## src/rtl/argmax_stream_unit.sv

```systemverilog
// argmax_stream_unit
//
// Streaming argmax for a classifier output vector. A vector of VEC_LEN
// signed potentials arrives as BEATS = ceil(VEC_LEN/LANES) beats of LANES
// elements each. The block tracks the running maximum and runner-up and
// then presents a single registered result.
//
// Handshake semantics (both sides): a transfer happens on a rising clock
// edge where valid && ready are both high. A producer holds valid and its
// payload stable until that edge. i_ready and o_valid are pure decodes of
// the registered state, so neither depends combinationally on any input.
//
// Ports:
//   clk, rst_n          clock (rising edge), asynchronous active-low reset
//   i_valid / i_ready   input beat handshake
//   i_data              LANES signed elements, lane k = [(k+1)*DATA_W-1 -: DATA_W]
//   i_last              producer marks the final beat of a vector
//   o_valid / o_ready   result handshake, result held until accepted
//   o_class             winner index (lowest index wins ties)
//   o_max               winner value, signed
//   o_second            runner-up index (equals o_class if only one element)
//   o_margin            o_max - runner-up value, DATA_W+1 bits, never negative
//   o_err               framing error (i_last early or missing)
module argmax_stream_unit #(
    parameter int VEC_LEN = 3,
    parameter int DATA_W  = 48,
    parameter int LANES   = 1,
    localparam int IDX_W  = ($clog2(VEC_LEN) > 1) ? $clog2(VEC_LEN) : 1
) (
    input  logic                    clk,
    input  logic                    rst_n,
    input  logic                    i_valid,
    output logic                    i_ready,
    input  logic [LANES*DATA_W-1:0] i_data,
    input  logic                    i_last,
    output logic                    o_valid,
    input  logic                    o_ready,
    output logic [IDX_W-1:0]        o_class,
    output logic [DATA_W-1:0]       o_max,
    output logic [IDX_W-1:0]        o_second,
    output logic [DATA_W:0]         o_margin,
    output logic                    o_err
);

    localparam int BEATS = (VEC_LEN + LANES - 1) / LANES;
    localparam int CNT_W = (BEATS > 1) ? $clog2(BEATS) : 1;
    localparam logic [CNT_W-1:0] LAST_BEAT = CNT_W'(BEATS - 1);

    typedef enum logic [0:0] {
        SCAN = 1'b0,
        HOLD = 1'b1
    } state_t;

    // Registered state
    state_t                    state_q, state_d;
    logic [CNT_W-1:0]          cnt_q, cnt_d;
    logic                      have_q, have_d;       // at least one element seen
    logic signed [DATA_W-1:0]  max_q, max_d;
    logic [IDX_W-1:0]          max_idx_q, max_idx_d;
    logic signed [DATA_W-1:0]  sec_q, sec_d;
    logic [IDX_W-1:0]          sec_idx_q, sec_idx_d;
    logic                      sec_set_q, sec_set_d;  // runner-up holds a real element

    logic [IDX_W-1:0]          o_class_q, o_class_d;
    logic [DATA_W-1:0]         o_max_q, o_max_d;
    logic [IDX_W-1:0]          o_second_q, o_second_d;
    logic [DATA_W:0]           o_margin_q, o_margin_d;
    logic                      o_err_q, o_err_d;

    // Compare chain results after folding in the current beat
    logic                      c_have;
    logic signed [DATA_W-1:0]  c_max;
    logic [IDX_W-1:0]          c_max_idx;
    logic signed [DATA_W-1:0]  c_sec;
    logic [IDX_W-1:0]          c_sec_idx;
    logic                      c_sec_set;
    logic signed [DATA_W-1:0]  elem;
    int                        elem_idx;

    logic                      accept;
    logic                      at_last_beat;
    logic                      vec_end;
    logic [IDX_W-1:0]          r_second;
    logic [DATA_W:0]           r_margin;

    assign i_ready  = (state_q == SCAN);
    assign o_valid  = (state_q == HOLD);
    assign o_class  = o_class_q;
    assign o_max    = o_max_q;
    assign o_second = o_second_q;
    assign o_margin = o_margin_q;
    assign o_err    = o_err_q;

    assign accept       = i_valid && (state_q == SCAN);
    assign at_last_beat = (cnt_q == LAST_BEAT);
    assign vec_end      = accept && (i_last || at_last_beat);

    // Lanes are folded in ascending element order. A strict '>' against the
    // max keeps the earliest index on ties; an equal later element lands in
    // the runner-up slot, giving a zero margin.
    always_comb begin
        c_have    = have_q;
        c_max     = max_q;
        c_max_idx = max_idx_q;
        c_sec     = sec_q;
        c_sec_idx = sec_idx_q;
        c_sec_set = sec_set_q;
        elem      = '0;
        elem_idx  = 0;
        for (int k = 0; k < LANES; k++) begin
            elem_idx = int'(cnt_q) * LANES + k;
            elem     = i_data[(k+1)*DATA_W-1 -: DATA_W];
            // Lanes past the end of the vector on a partial last beat are ignored
            if (elem_idx < VEC_LEN) begin
                if (!c_have) begin
                    c_have    = 1'b1;
                    c_max     = elem;
                    c_max_idx = IDX_W'(elem_idx);
                end else if (elem > c_max) begin
                    c_sec     = c_max;
                    c_sec_idx = c_max_idx;
                    c_sec_set = 1'b1;
                    c_max     = elem;
                    c_max_idx = IDX_W'(elem_idx);
                end else if (!c_sec_set || (elem > c_sec)) begin
                    c_sec     = elem;
                    c_sec_idx = IDX_W'(elem_idx);
                    c_sec_set = 1'b1;
                end
            end
        end
    end

    // Sign-extending both operands to DATA_W+1 bits makes the difference
    // exact; max >= second, so the result is always non-negative.
    always_comb begin
        r_second = c_max_idx;
        r_margin = '0;
        if (c_sec_set) begin
            r_second = c_sec_idx;
            r_margin = {c_max[DATA_W-1], c_max} - {c_sec[DATA_W-1], c_sec};
        end
    end

    // Next-state and register update logic
    always_comb begin
        state_d    = state_q;
        cnt_d      = cnt_q;
        have_d     = have_q;
        max_d      = max_q;
        max_idx_d  = max_idx_q;
        sec_d      = sec_q;
        sec_idx_d  = sec_idx_q;
        sec_set_d  = sec_set_q;
        o_class_d  = o_class_q;
        o_max_d    = o_max_q;
        o_second_d = o_second_q;
        o_margin_d = o_margin_q;
        o_err_d    = o_err_q;

        case (state_q)
            SCAN: begin
                if (accept) begin
                    if (vec_end) begin
                        state_d    = HOLD;
                        cnt_d      = '0;
                        have_d     = 1'b0;
                        max_d      = '0;
                        max_idx_d  = '0;
                        sec_d      = '0;
                        sec_idx_d  = '0;
                        sec_set_d  = 1'b0;
                        o_class_d  = c_max_idx;
                        o_max_d    = c_max;
                        o_second_d = r_second;
                        o_margin_d = r_margin;
                        // i_last must coincide exactly with the final beat
                        o_err_d    = (i_last != at_last_beat);
                    end else begin
                        cnt_d     = cnt_q + 1'b1;
                        have_d    = c_have;
                        max_d     = c_max;
                        max_idx_d = c_max_idx;
                        sec_d     = c_sec;
                        sec_idx_d = c_sec_idx;
                        sec_set_d = c_sec_set;
                    end
                end
            end
            HOLD: begin
                if (o_ready) begin
                    state_d = SCAN;
                end
            end
            default: begin
                state_d = SCAN;
            end
        endcase
    end

    always_ff @(posedge clk or negedge rst_n) begin
        if (!rst_n) begin
            state_q    <= SCAN;
            cnt_q      <= '0;
            have_q     <= 1'b0;
            max_q      <= '0;
            max_idx_q  <= '0;
            sec_q      <= '0;
            sec_idx_q  <= '0;
            sec_set_q  <= 1'b0;
            o_class_q  <= '0;
            o_max_q    <= '0;
            o_second_q <= '0;
            o_margin_q <= '0;
            o_err_q    <= 1'b0;
        end else begin
            state_q    <= state_d;
            cnt_q      <= cnt_d;
            have_q     <= have_d;
            max_q      <= max_d;
            max_idx_q  <= max_idx_d;
            sec_q      <= sec_d;
            sec_idx_q  <= sec_idx_d;
            sec_set_q  <= sec_set_d;
            o_class_q  <= o_class_d;
            o_max_q    <= o_max_d;
            o_second_q <= o_second_d;
            o_margin_q <= o_margin_d;
            o_err_q    <= o_err_d;
        end
    end

endmodule

```

## config.mk

```make
export PLATFORM = sky130hd
export DESIGN_NAME = argmax_stream_unit
export DESIGN_NICKNAME = d
export VERILOG_FILES = /design/src/rtl/argmax_stream_unit.sv
export SDC_FILE = /design/constraint.sdc
export NUM_CORES = 1
export LEC_CHECK = 0
export BUFFER_PORTS_ARGS = -buffer_cell sky130_fd_sc_hd__clkbuf_2
export CAP_MARGIN = 20
export CORE_AREA = 3 3 182 184
export DETAILED_ROUTE_END_ITERATION = 10
export DIE_AREA = 0 0 185 187
export GPL_TIMING_DRIVEN = 0
export PLACE_DENSITY = 0.7
export SETUP_SLACK_MARGIN = 0.5
export SLEW_MARGIN = 0
export SYNTH_ARGS = -nofsm -noshare
export SYNTH_HDL_FRONTEND = slang
export SYNTH_SLANG_ARGS = --single-unit
```

## constraint.sdc

```tcl
create_clock -name clk -period 20 [get_ports clk]
set_clock_uncertainty 0.15 [all_clocks]
set_input_delay 1 -clock clk [delete_from_list [all_inputs] [get_ports clk]]
set_output_delay 1 -clock clk [all_outputs]
set_load 0.005 [all_outputs]
```

==> flow_summary.json, run 1 <==
{
  "dr_total_vias": 13596,
  "endpoint_kind": "flop",
  "arrival_ns": 9.73,
  "critPathRequiredTime_ns": 20.30,
  "root_buffer": "clkbuf_16",
  "maxCapViolCount": 0,
  "syn_to_final_growth_pct": 16.2,
  "antenna_found_initial": 2,
  "r2r_setup_slack_ns": 10.74,
  "synth-seq-cells": 207,
  "hold_viol_final": 0,
  "path_depth": 31,
  "wl_per_cell_um": 21.5,
  "nets": 2018,
  "ys_top_cells_by_count": "213 x nand2_1, 207 x dfrtp_1, 175 x o21ai_0",
  "r2r_start": "max_q[19]$_DFFE_PN0P_",
  "min_period_over_period_pct": 47.2,
  "insertion_delay_ns": 0.55,
  "die_h_um": 187,
  "clk_pin_slew_worst_paths_ns": 0.06,
  "grt_pass1_wl_mm": 74.9,
  "yosysWarningCount": 0,
  "dp_hpwl_mm": 37.0,
  "setup.worst_path.start": "i_data[19]",
  "drv_slew": 0,
  "wirelength_mm": 48.2,
  "cts_resized": 0,
  "yosysUniqueCellTypes": 85,
  "antenna_left": 0,
  "path_max_fanout": 10,
  "netlist_area_mm2": 0.0142,
  "io_pins": 157,
  "cts_buffers": 26,
  "hold_buffers": 0,
  "grtUsageTotal_pct": 27.3,
  "synth_area_leaders": "dfrtp_1 37%, ha_1 12%, o21ai_0 6.2%, o22ai_1 5.7%, nand2_1 5.6%",
  "syn_nets": 1830,
  "drt_iter0_markers": 1421,
  "drive_gt1_share_pct": 13.0,
  "initial_core_util_pct": 44.9,
  "worstRegToRegCells": 31,
  "postCtsSetupBuffers": 0,
  "post-synth-top-area-fraction_pct": 36.5,
  "cp_top_family": "compound AO/OA/AOI/OAI gates",
  "grt_overflow": 0,
  "slowest_stage": "buf_1",
  "cts_tree": "yes",
  "portBuffers": 156,
  "htree_levels": 1,
  "tightest_slew_ns": 1.07,
  "synth_edf_count": 0,
  "syn_area_per_cell_um2": 8.65,
  "rsz0062_at_grt": "no",
  "drcViolationCount": 0,
  "timing.critical_path.buf_inv": 5,
  "cts_buffer_depth": 3,
  "synth_async_sr_flop_share_pct": 100,
  "die_x_um": 185,
  "fmax_mhz": 106,
  "finalSetupViolations": 0,
  "grt_pass1_vias": 13224,
  "maxSlewHeadroom_pct": 28.7,
  "core_area_mm2": 0.0316,
  "synthCells": 1638,
  "grt_max_degree": 81,
  "yosysMostFrequentCell": "nand2_1",
  "synth_top_cell_by_area": "dfrtp_1",
  "min_period_ns": 9.43,
  "std_cell_rows": 65,
  "ys.flop_type": "dfrtp_1",
  "path_class": "input pin to flop",
  "rr_endpoint": "o_margin[45]$_DFFE_PN0P_",
  "viasPerCell": 6.06,
  "antenna_cells": 0,
  "status": "complete, no violations",
  "timing.setup.tns_ns": 0,
  "synth-seq-area-share_pct": 36.5,
  "hold_path_class": "input pin to asynchronous set/reset pin",
  "cp-start-kind": "input pin",
  "first_pass_iters": 5,
  "clock-sinks": 207,
  "dieArea_mm2": 0.0346,
  "gp_congestion": 0.947,
  "critPathCapture": "o_margin[45]$_DFFE_PN0P_",
  "cp_slowest_stage_delay_ns": 0.86
}
## layout by cell type, fill, tap and decap left out, drive strengths merged, types with 4 or more instances in the layout
master / synthesis / routed
nor4: 6 / 6
dfrtp: 207 / 207
nor2b: 11 / 11
a21oi: 83 / 83
mux2i: 53 / 53
and4: 8 / 8
or2: 5 / 5
buf: 14 / 18
a32o: 9 / 9
o22ai: 129 / 129
nor2: 53 / 53
xnor2: 22 / 22
maj3: 5 / 5
clkbuf: 65 / 257
a21o: 28 / 28
bufinv: 0 / 5
a211oi: 7 / 7
nand2: 213 / 213
o21a: 9 / 9
a21boi: 9 / 9
nand3: 26 / 26
or3: 10 / 10
inv: 163 / 163
a221oi: 8 / 8
nand2b: 9 / 9
ha: 138 / 138
nand4: 24 / 24
and3: 9 / 9
o21bai: 9 / 9
o21ai: 188 / 188
nor3b: 4 / 4
o31ai: 10 / 10
o211ai: 5 / 5
xor2: 16 / 16
nor3: 20 / 20
o2111ai: 5 / 5
a31oi: 7 / 7
a22o: 8 / 8
## area by class of cell
cell class	count	area, um2
flip-flops and latches	207	5180
multi-input cells	1189	8070
repair buffers	160	867
clock inverters	9	173
fillers	2961	15100
inverters	163	612
plain buffers	79	314
well taps	402	503
clock buffers	36	749
## worst register-to-register path, delay by kind of cell (launching register included)
| family | cells | cell delay [ns] |
|---|---|---|
| compound gates | 17 | 4.32 |
| buf+inv | 5 | 1.84 |
| fa+ha+maj | 3 | 0.92 |
| mux | 2 | 0.80 |
| simple gates | 4 | 0.77 |
| flops | 1 | 0.37 |
## kinds of logic (layout without fill, tap and decap cells)
logic type | count (synthesis) | after routing | synth area share [%]
AOI/OAI and AO/OA | 541 | 541 | 24.0
and+or+nand+nor | 410 | 410 | 13.7
buffers and inverters | 242 | 447 | 6.53
DFF | 207 | 207 | 36.5
adders and majority gates | 144 | 144 | 12.7
muxes | 56 | 56 | 4.12
xor gates and xnor gates | 38 | 38 | 2.35
## metrics by stage
| stage | hold WS (ns) | worst slack, ns | util, % | std cells | cell area, um2 |
|---|---|---|---|---|---|
| CTS | 0.300 | 10.73 | 52.2 | 2245 | 16500 |
| detailed placement | 0.316 | 10.24 | 49.3 | 2200 | 15500 |
| finish | 0.273 | 10.57 | 52.2 | 2245 | 16500 |
| global placement | 0.310 | 10.37 | 49.0 | 2196 | 15500 |
| global route | 0.320 | 10.21 | 52.2 | 2245 | 16500 |
| floorplan | 0.295 | 12.16 | - | 1638 | 14200 |
## state kept, by name, indices dropped and copies added, names as in the netlist
name / flops
max_idx_q: 2
sec_idx_q: 2
o_err: 1
have_q: 1
o_margin: 49
sec_set_q: 1
o_max: 48
sec_q: 48
cnt_q: 2
o_second: 2
max_q: 48
o_class: 2
o_valid: 1
## metal layers
metal / track usage, % / vias up / wire, um
li1: - / 6283 / -
met1: 37.2 / 6565 / 20300
met2: 43.2 / 617 / 21700
met3: 4.80 / 127 / 3950
met4: 10.9 / 4 / 2240
met5: 0 / - / 37
## how the worst min path moves through the flow
stage	start	slack [ns]	depth (start not counted)	endpoint
5_1_grt	rst_n	0.32	1	o_max[18]$_DFFE_PN0P_
6_report	rst_n	0.27	1	o_max[18]$_DFFE_PN0P_
4_1_cts	rst_n	0.30	1	o_max[18]$_DFFE_PN0P_
3_3_place_gp	o_max[8]$_DFFE_PN0P_	0.31	2	o_max[8]$_DFFE_PN0P_
3_5_place_dp	sec_idx_q[1]$_DFFE_PN0P_	0.32	2	sec_idx_q[1]$_DFFE_PN0P_
2_1_floorplan	sec_idx_q[1]$_DFFE_PN0P_	0.29	2	sec_idx_q[1]$_DFFE_PN0P_
Power of run 1 is not shown: default switching activity piles up to over one toggle a cycle in this logic, so the estimate is an artifact.
==> inputs of run 2 (changes only) <==
==> constraint.sdc (replaced) <==
create_clock -name clk -period 9.1 [get_ports clk]
set_clock_uncertainty 0.15 [all_clocks]
set_input_delay 0.455 -clock clk [delete_from_list [all_inputs] [get_ports clk]]
set_output_delay 0.455 -clock clk [all_outputs]
set_load 0.005 [all_outputs]
==> flow_summary.json, run 2 (synthesis gave the netlist of run 1 again) <==
{
  "root_buffer": "clkbuf_16",
  "first_pass_iters": 7,
  "maxCapViolCount": 0,
  "dieArea_mm2": 0.0346,
  "dp_cells": 2200,
  "cts_buffers": 26,
  "maxSlewHeadroom_pct": 31.1,
  "dp_hpwl_mm": 37.0,
  "status": "complete, no violations",
  "gp_congestion": 0.947,
  "std_cell_rows": 65,
  "grtUsageTotal_pct": 27.4,
  "hold_viol_final": 0,
  "finalNonFillerCells": 2249,
  "rsz0062_at_grt": "no",
  "antenna_found_initial": 2,
  "antenna_left": 0,
  "fillCellCount": 2962,
  "fin_util_pct": 52.4,
  "die_x_um": 185,
  "drv_slew": 0,
  "hold_path_class": "input pin to flop",
  "grt_overflow": 0,
  "clock-sinks": 207,
  "portBuffers": 156,
  "viasPerCell": 6.05,
  "dr.max_layer_used": "met5",
  "arrival_ns": 8.58,
  "finalSetupViolations": 0,
  "grt_max_degree": 81,
  "endpoint_kind": "flop",
  "cts_tree": "yes",
  "largest_register_ffs": 49,
  "cts_buffer_depth": 3,
  "cp-start-kind": "flop",
  "htree_levels": 1,
  "tightest_slew_ns": 1.03,
  "io_pins": 157,
  "syn_to_final_growth_pct": 16.6,
  "core_area_mm2": 0.0316,
  "path_max_fanout": 10,
  "drive_gt1_share_pct": 13.5,
  "timing.critical_path.buf_inv": 5,
  "path_class": "flop to flop",
  "cp_top_family": "compound AO/OA/AOI/OAI gates",
  "grt_pass1_wl_mm": 75.0,
  "grt_pass1_vias": 13230,
  "dr_total_vias": 13612,
  "final_common_cell": "nand2_1",
  "min_period_over_period_pct": 91.1,
  "layout_common_cells": "212 x nand2_1, 207 x dfrtp_1, 175 x o21ai_0",
  "slowest_stage": "or3_1",
  "clk_pin_slew_worst_paths_ns": 0.07,
  "hold-worst-slack_ns": 0.0871,
  "drcViolationCount": 0,
  "fmax_mhz": 121,
  "wl_met1_mm": 20.5,
  "wirelength_mm": 48.4,
  "wl_per_cell_um": 21.5,
  "initial_core_util_pct": 44.9,
  "met3_length_mm": 3.90,
  "die_h_um": 187,
  "nets": 2022,
  "timing.setup.tns_ns": 0,
  "insertion_delay_ns": 0.54,
  "antenna_cells": 0,
  "drt_iter0_markers": 1322,
  "critPathRequiredTime_ns": 9.40,
  "critPathMostFrequentCell": "a21oi_2",
  "cp_slowest_stage_delay_ns": 0.42,
  "wl_met2_mm": 21.9,
  "min_period_ns": 8.29
}
[run 2: changes by cell type in the layout (fill, tap and decap cells not counted), sizes merged]
cell and change:
dlygate4sd3 +2, clkbuf +2
[run 2: area by class of cell]
cell class / count / area [um2] / area share [%]
buffer: 79 / 329 / 1.99
timing repair buffer: 164 / 902 / 5.46
sequential: 207 / 5180 / 31.3
clock buffer: 36 / 749 / 4.53
clock inverter: 9 / 173 / 1.04
inverter: 163 / 612 / 3.70
tap: 402 / 503 / 3.04
multi-input combinational: 1189 / 8080 / 48.9
[run 2: final timing paths]
path / from / endpoint / slack, ns / depth (start not counted)
min: i_data[9] / max_q[9]$_DFFE_PN0P_ / 0.09 / 2
min reg2reg: o_max[10]$_DFFE_PN0P_ / o_max[10]$_DFFE_PN0P_ / 0.33 / 2
max in group asynchronous: rst_n / o_max[3]$_DFFE_PN0P_ / 7.35 / 4
min in group asynchronous: rst_n / o_max[18]$_DFFE_PN0P_ / 0.30 / 2
max reg2reg: max_q[11]$_DFFE_PN0P_ / o_margin[45]$_DFFE_PN0P_ / 0.81 / 31
max: max_q[11]$_DFFE_PN0P_ / o_margin[45]$_DFFE_PN0P_ / 0.81 / 31
[run 2: per-layer routing]
| metal | vias to the layer above | global-route usage (%) |
|---|---|---|
| met3 | 115 | 4.82 |
| met2 | 592 | 43.6 |
| li1 | 6286 | - |
| met5 | - | 0 |
| met1 | 6615 | 37.3 |
| met4 | 4 | 10.4 |
[run 2: metrics by stage]
stage,setup slack (ns),instance area (um2)
final,0.813,16500
after global routing,0.520,16500
after CTS,0.530,16500
after detailed placement,-0.118,15500
after global placement,0.0143,15500
after floorplan,1.80,14200
[run 2: timing repair]
item,4_1_cts,5_1_grt
endpoints found under the hold margin,59,0
gates resized for setup,3,15
endpoints found under the setup margin,14,12
buffers inserted,0,2
hold buffers,2,0
pin swaps,0,1
Power of run 2 is left out for the same reason.
